File: config.mk
export PLATFORM = sky130hd
export DESIGN_NAME = clint_timer
export DESIGN_NICKNAME = d
export VERILOG_FILES = /design/src/rtl/clint_timer.sv
export SDC_FILE = /design/constraint.sdc
export NUM_CORES = 1
export LEC_CHECK = 0
export CORE_ASPECT_RATIO = 1.4
export CORE_UTILIZATION = 45
export DETAILED_ROUTE_END_ITERATION = 8
export PLACE_DENSITY_LB_ADDON = 0.15
export REMOVE_ABC_BUFFERS = 1
export SYNTH_ARGS = -nofsm -noshare
export SYNTH_HDL_FRONTEND = slang
export SYNTH_SLANG_ARGS = --single-unit
File: constraint.sdc
create_clock -name clk -period 2.62 [get_ports clk]
set_input_delay 0.524 -clock clk [delete_from_list [all_inputs] [get_ports clk]]
set_output_delay 0.524 -clock clk [all_outputs]
set_load 0.05 [all_outputs]
File: src/rtl/clint_timer.sv
// clint_timer: core-local interrupt source feeding the MSIP/MTIP/MEIP bits of mip.
//
// Holds a 64-bit free-running mtime, a 64-bit mtimecmp, a software-interrupt bit and a
// two-flop synchroniser for the external interrupt line. Programmed over a 32-bit
// request/ready bus with a fixed one-cycle response latency and no backpressure.
//
// Register map (word-aligned byte address, addr[1:0] ignored):
//   0x00 MSIP (bit0 RW, others read 0), 0x08/0x0C MTIMECMP lo/hi, 0x10/0x14 MTIME lo/hi.
//   Anything else reads 0, ignores writes and responds with bus_err.
//
// Ports:
//   clk        clock, all state on rising edge
//   reset      synchronous active-low reset
//   bus_req    request strobe (one transaction per cycle)
//   bus_we     1 = write, 0 = read
//   bus_addr   byte address
//   bus_wdata  write data
//   bus_ready  response strobe, one cycle after each request
//   bus_rdata  read data (0 unless responding to a read)
//   bus_err    unmapped address, valid with bus_ready
//   ext_irq    asynchronous level external interrupt
//   irq_mip    bit3 MSIP, bit7 MTIP, bit11 MEIP, all other bits 0
//
// Build option: define CLINT_PRESCALER_EN to tick mtime once every PRESCALE cycles instead
// of every cycle.

module clint_timer #(
  parameter int unsigned ADDR_W   = 8,
  parameter int unsigned PRESCALE = 4
) (
  input  logic              clk,
  input  logic              reset,
  input  logic              bus_req,
  input  logic              bus_we,
  input  logic [ADDR_W-1:0] bus_addr,
  input  logic [31:0]       bus_wdata,
  output logic              bus_ready,
  output logic [31:0]       bus_rdata,
  output logic              bus_err,
  input  logic              ext_irq,
  output logic [31:0]       irq_mip
);

  localparam logic [ADDR_W-1:0] AddrMsip    = ADDR_W'(8'h00);
  localparam logic [ADDR_W-1:0] AddrCmpLo   = ADDR_W'(8'h08);
  localparam logic [ADDR_W-1:0] AddrCmpHi   = ADDR_W'(8'h0C);
  localparam logic [ADDR_W-1:0] AddrTimeLo  = ADDR_W'(8'h10);
  localparam logic [ADDR_W-1:0] AddrTimeHi  = ADDR_W'(8'h14);

  logic [63:0]       mtime_q, mtime_d;
  logic [63:0]       mtimecmp_q, mtimecmp_d;
  logic              msip_q, msip_d;
  logic              mtip_q;
  logic [1:0]        sync_q;
  logic              ready_q, err_q;
  logic [31:0]       rdata_q;

  logic [ADDR_W-1:0] addr_word;
  logic              mapped;
  logic [31:0]       rd_val;
  logic              wr_en;
  logic              wr_time_lo, wr_time_hi;
  logic              tick;
  logic              unused_addr_bits;

  assign addr_word        = {bus_addr[ADDR_W-1:2], 2'b00};
  assign unused_addr_bits = ^bus_addr[1:0];
  assign wr_en            = bus_req & bus_we;
  assign wr_time_lo       = wr_en & (addr_word == AddrTimeLo);
  assign wr_time_hi       = wr_en & (addr_word == AddrTimeHi);

  // Read mux samples the registers as they stand in the request cycle (pre-write, pre-tick).
  always_comb begin
    rd_val = '0;
    mapped = 1'b1;
    case (addr_word)
      AddrMsip:   rd_val = {31'b0, msip_q};
      AddrCmpLo:  rd_val = mtimecmp_q[31:0];
      AddrCmpHi:  rd_val = mtimecmp_q[63:32];
      AddrTimeLo: rd_val = mtime_q[31:0];
      AddrTimeHi: rd_val = mtime_q[63:32];
      default:    mapped = 1'b0;
    endcase
  end

`ifdef CLINT_PRESCALER_EN
  localparam int unsigned CntW = (PRESCALE > 1) ? $clog2(PRESCALE) : 1;

  logic [CntW-1:0] cnt_q, cnt_d;

  always_comb begin
    tick  = (cnt_q == CntW'(PRESCALE - 1));
    cnt_d = cnt_q + CntW'(1);
    // A software write to mtime restarts the tick period.
    if (tick || wr_time_lo || wr_time_hi) begin
      cnt_d = '0;
    end
  end

  always_ff @(posedge clk) begin
    if (!reset) begin
      cnt_q <= '0;
    end else begin
      cnt_q <= cnt_d;
    end
  end
`else
  localparam int unsigned UnusedPrescale = PRESCALE;

  assign tick = 1'b1;
`endif

  always_comb begin
    mtime_d    = mtime_q;
    mtimecmp_d = mtimecmp_q;
    msip_d     = msip_q;
    // A write to either mtime word suppresses that cycle's increment.
    if (wr_time_lo) begin
      mtime_d[31:0] = bus_wdata;
    end else if (wr_time_hi) begin
      mtime_d[63:32] = bus_wdata;
    end else if (tick) begin
      mtime_d = mtime_q + 64'd1;
    end
    if (wr_en && (addr_word == AddrCmpLo)) begin
      mtimecmp_d[31:0] = bus_wdata;
    end
    if (wr_en && (addr_word == AddrCmpHi)) begin
      mtimecmp_d[63:32] = bus_wdata;
    end
    if (wr_en && (addr_word == AddrMsip)) begin
      msip_d = bus_wdata[0];
    end
  end

  always_ff @(posedge clk) begin
    if (!reset) begin
      mtime_q    <= '0;
      mtimecmp_q <= '1;
      msip_q     <= 1'b0;
      mtip_q     <= 1'b0;
      sync_q     <= '0;
      ready_q    <= 1'b0;
      err_q      <= 1'b0;
      rdata_q    <= '0;
    end else begin
      mtime_q    <= mtime_d;
      mtimecmp_q <= mtimecmp_d;
      msip_q     <= msip_d;
      // Compare uses the pre-edge values, so MTIP trails the compare by one cycle.
      mtip_q     <= (mtime_q >= mtimecmp_q);
      sync_q     <= {sync_q[0], ext_irq};
      ready_q    <= bus_req;
      err_q      <= bus_req & ~mapped;
      rdata_q    <= (bus_req && !bus_we) ? rd_val : 32'd0;
    end
  end

  assign bus_ready = ready_q;
  assign bus_rdata = rdata_q;
  assign bus_err   = err_q;

  always_comb begin
    irq_mip     = '0;
    irq_mip[3]  = msip_q;
    irq_mip[7]  = mtip_q;
    irq_mip[11] = sync_q[1];
  end

endmodule

==> results by group <==
Status
  – Run status: finished, final reports clean

Routing
  – Drt first-iter violations: roughly 750
  – Vias: between 9k and 10k
  – 1st-pass router iterations: 6
  – Antenna viol nets, final: 0
  – # DRC: 0
  – DR vias/cell: slightly above 6
  – DR WL/cell: a little over 20 µm
  – Post-Route WL: 32.1 mm

STA
  – Fmax: roughly 400 MHz
  – Fin Clk Skew: 0.00864 ns
  – # setup viols final: 0
  – Slew headroom: 43.9%
  – Hold Slack: about 0.44 ns
  – Total negative slack: 0 ns
  – Final hold violation count: 0
  – RSZ-0062 raised after global routing: no
  – Worst slew pin tran: between 0.8 and 0.9 ns
  – Max Slew Vio Count: 0
  – Tmin final: about 2.5 ns
  – Final period utilization: a little over nine tenths

Global route
  – Met1 Use GR: 32.8%
  – Total Routing Usage GR: 29.8%
  – First-pass GRT wire length: ~50 mm
  – Met2 usage: around 54%
  – Grt peak-use layer: met2
  – Vias in the first global route: 9195
  – Grt met3 use: under 10%
  – Largest net degree at the start of global routing: 38
  – Initial antenna violation count: 0
  – Congestion Overflow GR: 0

Power and ir drop
  – Total Power: ~0.0056 W
  – Cell Pwr Density: 469 nW/µm²
  – Leak: 5.10 nW
  – VDD IR max: 484 µV

Place
  – Port Buffers: 79
  – HPWL after DPL: between 20 and 25 mm
  – RD Place Congestion: between 0.9 and 1

Min path
  – Worst hold path type: flip-flop to flip-flop

Logic synthesis
  – Most instantiated cells after synthesis: 166 x dfxtp_1, 143 x nand2_1, 74 x nor2_1
  – Netlist Area Pre-Place: approximately 9700 µm²
  – Post-synthesis sequential area ratio: between 30 and 40%
  – Most used DFF post-synth: dfxtp_1
  – Post-synth ARST share: 0%
  – Number of synthesized flops with an enable pin: 0
  – Ys Warns: 0
  – Seq cells post-synth: 166
  – Cell variety after synth: 65
  – Dominant cell type by area after synthesis: dfxtp_1
  – Area contributors post-synth: dfxtp_1 34%, ha_1 8.4%, nand2_1 5.5%, o211ai_1 5.4%, mux2_2 3.8%
  – Syn avg cell area: roughly 8.2 µm²
  – Cells after Synth: 1176
  – Share of the synthesized area in the top cell type: approximately 34%
  – Most common cell in the netlist: dfxtp_1

Finish
  – Register area: between 3000 and 4000 µm²
  – Area delta synth->final: 22.8%
  – Ant. Diodes: 0
  – Layout cell share with drive strength beyond 1: 14.5%
  – Core Util, Final: 56.3%
  – Multi-input logic area: 5640 µm²
  – Nets: 1409
  – Layout filler cell count: 1986

Clock tree
  – CTS Buffer Depth: 2
  – H-Tree Level Count: 4
  – CTS Sinks: 166
  – Root Driver: clkbuf_16
  – Clk_lat worst skew: 0.44 ns
  – CTS tree: done
  – Num CTS Buffers: 17
  – Clk slew on worst S/H paths: 0.07 ns

Critical path
  – Crit path kind: flip-flop to flip-flop
  – CP delay by family, top: simple AND/OR/NAND/NOR gates
  – Worst setup SP type: flip-flop
  – WP data arrival: 2.92 ns
  – Crit Path Max Fanout: 5
  – Critical Path, Cell by Cell: ha_1 > and3_1 > nand3_1 > buf_4 > nor4_1 > nand2_1 > a2bb2oi_1 > a21oi_1
  – Slowest-stage cell, CP: nor4_1
  – Worst path buffer plus inverter count: 1
  – Critical Path Max Stage Delay: 0.69 ns
  – CP required: 2.99 ns
  – Crit path capture type: flip-flop

Floorplan
  – Die span in x: approximately 130 µm
  – Die Y-Extent: between 150 and 200 µm
  – Core area: 21100 µm²
  – # IOs: 111
  – Die Area: 22100 µm²
  – Rows: 63
  – Initial Util: 45.8%

Job
  – Max Cap Viol: 0
-- metrics by stage --
step | cell area, µm² | cells | setup WS [ns]
2_1_floorplan | 9210 | 1091 | -0.896
3_3_place_gp | 11300 | 1539 | -0.118
3_5_place_dp | 11300 | 1539 | -0.105
4_1_cts | 11900 | 1571 | 0.161
5_1_grt | 11900 | 1572 | 0.00456
6_report | 11900 | 1572 | 0.0712
-- logic make-up (layout without fill, tap and decap cells) --
kind of cell	Yosys count	in the layout	synth area share, %
AND/OR/NAND/NOR	396	396	20.4
XOR/XNOR	13	13	1.18
flip-flops	166	166	34.3
multiplexers	47	47	5.29
other	1	29	0.0388
AO/OA/AOI/OAI	303	303	21.7
adder cells (fa/ha/maj)	65	65	8.40
buffers and inverters	185	293	8.71
-- state kept, by name (all words and copies together) (netlist names) --
register and flops:
sync_q 2, mtime_q 64, bus_rdata 32, msip_q 1, bus_err 1, bus_ready 1, mtip_q 1, mtimecmp_q 64
-- cell type report --
cell class	instances	share of cell area (%)
multi-input combinational	853	47.5
sequential	166	28.0
timing repair buffer	189	14.6
clock buffer	20	3.67
tap	260	2.74
inverter	72	2.27
clock inverter	12	1.31
-- placed cells by master, fill, tap and decap left out, types with 32 or more instances in the layout --
cell               n
nor2_1            72
ha_1              65
inv_1             71
buf_4            101
o21ai_0           48
nand3_1           35
dfxtp_1          166
a222oi_1          32
clkdlybuf4s50_1   77
o211ai_1          70
mux2_2            33
nand2_1          143
a21oi_1           60
-- where the power goes --
part	switching (W)	total, W	internal, W
sequential	0.0000197	0.00256	0.00254
combinational	0.000287	0.000443	0.000156
clock	0.00108	0.00257	0.00150
total	0.00138	0.00558	0.00419
-- routing by layer --
layer / up-vias / share of wire, % / wire [µm]
met3: 95 / 4.0 / 1270
met4: 0 / 5.5 / 1770
li1: 4541 / - / -
met5: - / 0 / 0
met2: 306 / 51 / 16400
met1: 4590 / 39 / 12600
-- repair_timing --
| item | 4_1_cts | 5_1_grt |
|---|---|---|
| endpoints found under the hold margin | 0 | 0 |
| hold buffers | 0 | 0 |
| endpoints found under the setup margin | 0 | 1 |
| resized for setup | 0 | 2 |
| buffers inserted | 0 | 1 |
-- final timing paths --
kind / from / endpoint / slack [ns] / depth (start not counted)
hold reg to reg: sync_q[0] / sync_q[1] / 0.44 / 1
hold / removal: sync_q[0] / sync_q[1] / 0.44 / 1
setup reg to reg: mtime_q[0] / mtime_q[22] / 0.07 / 8
setup / recovery: mtime_q[0] / mtime_q[22] / 0.07 / 8
(Power assumes the default switching activity.)
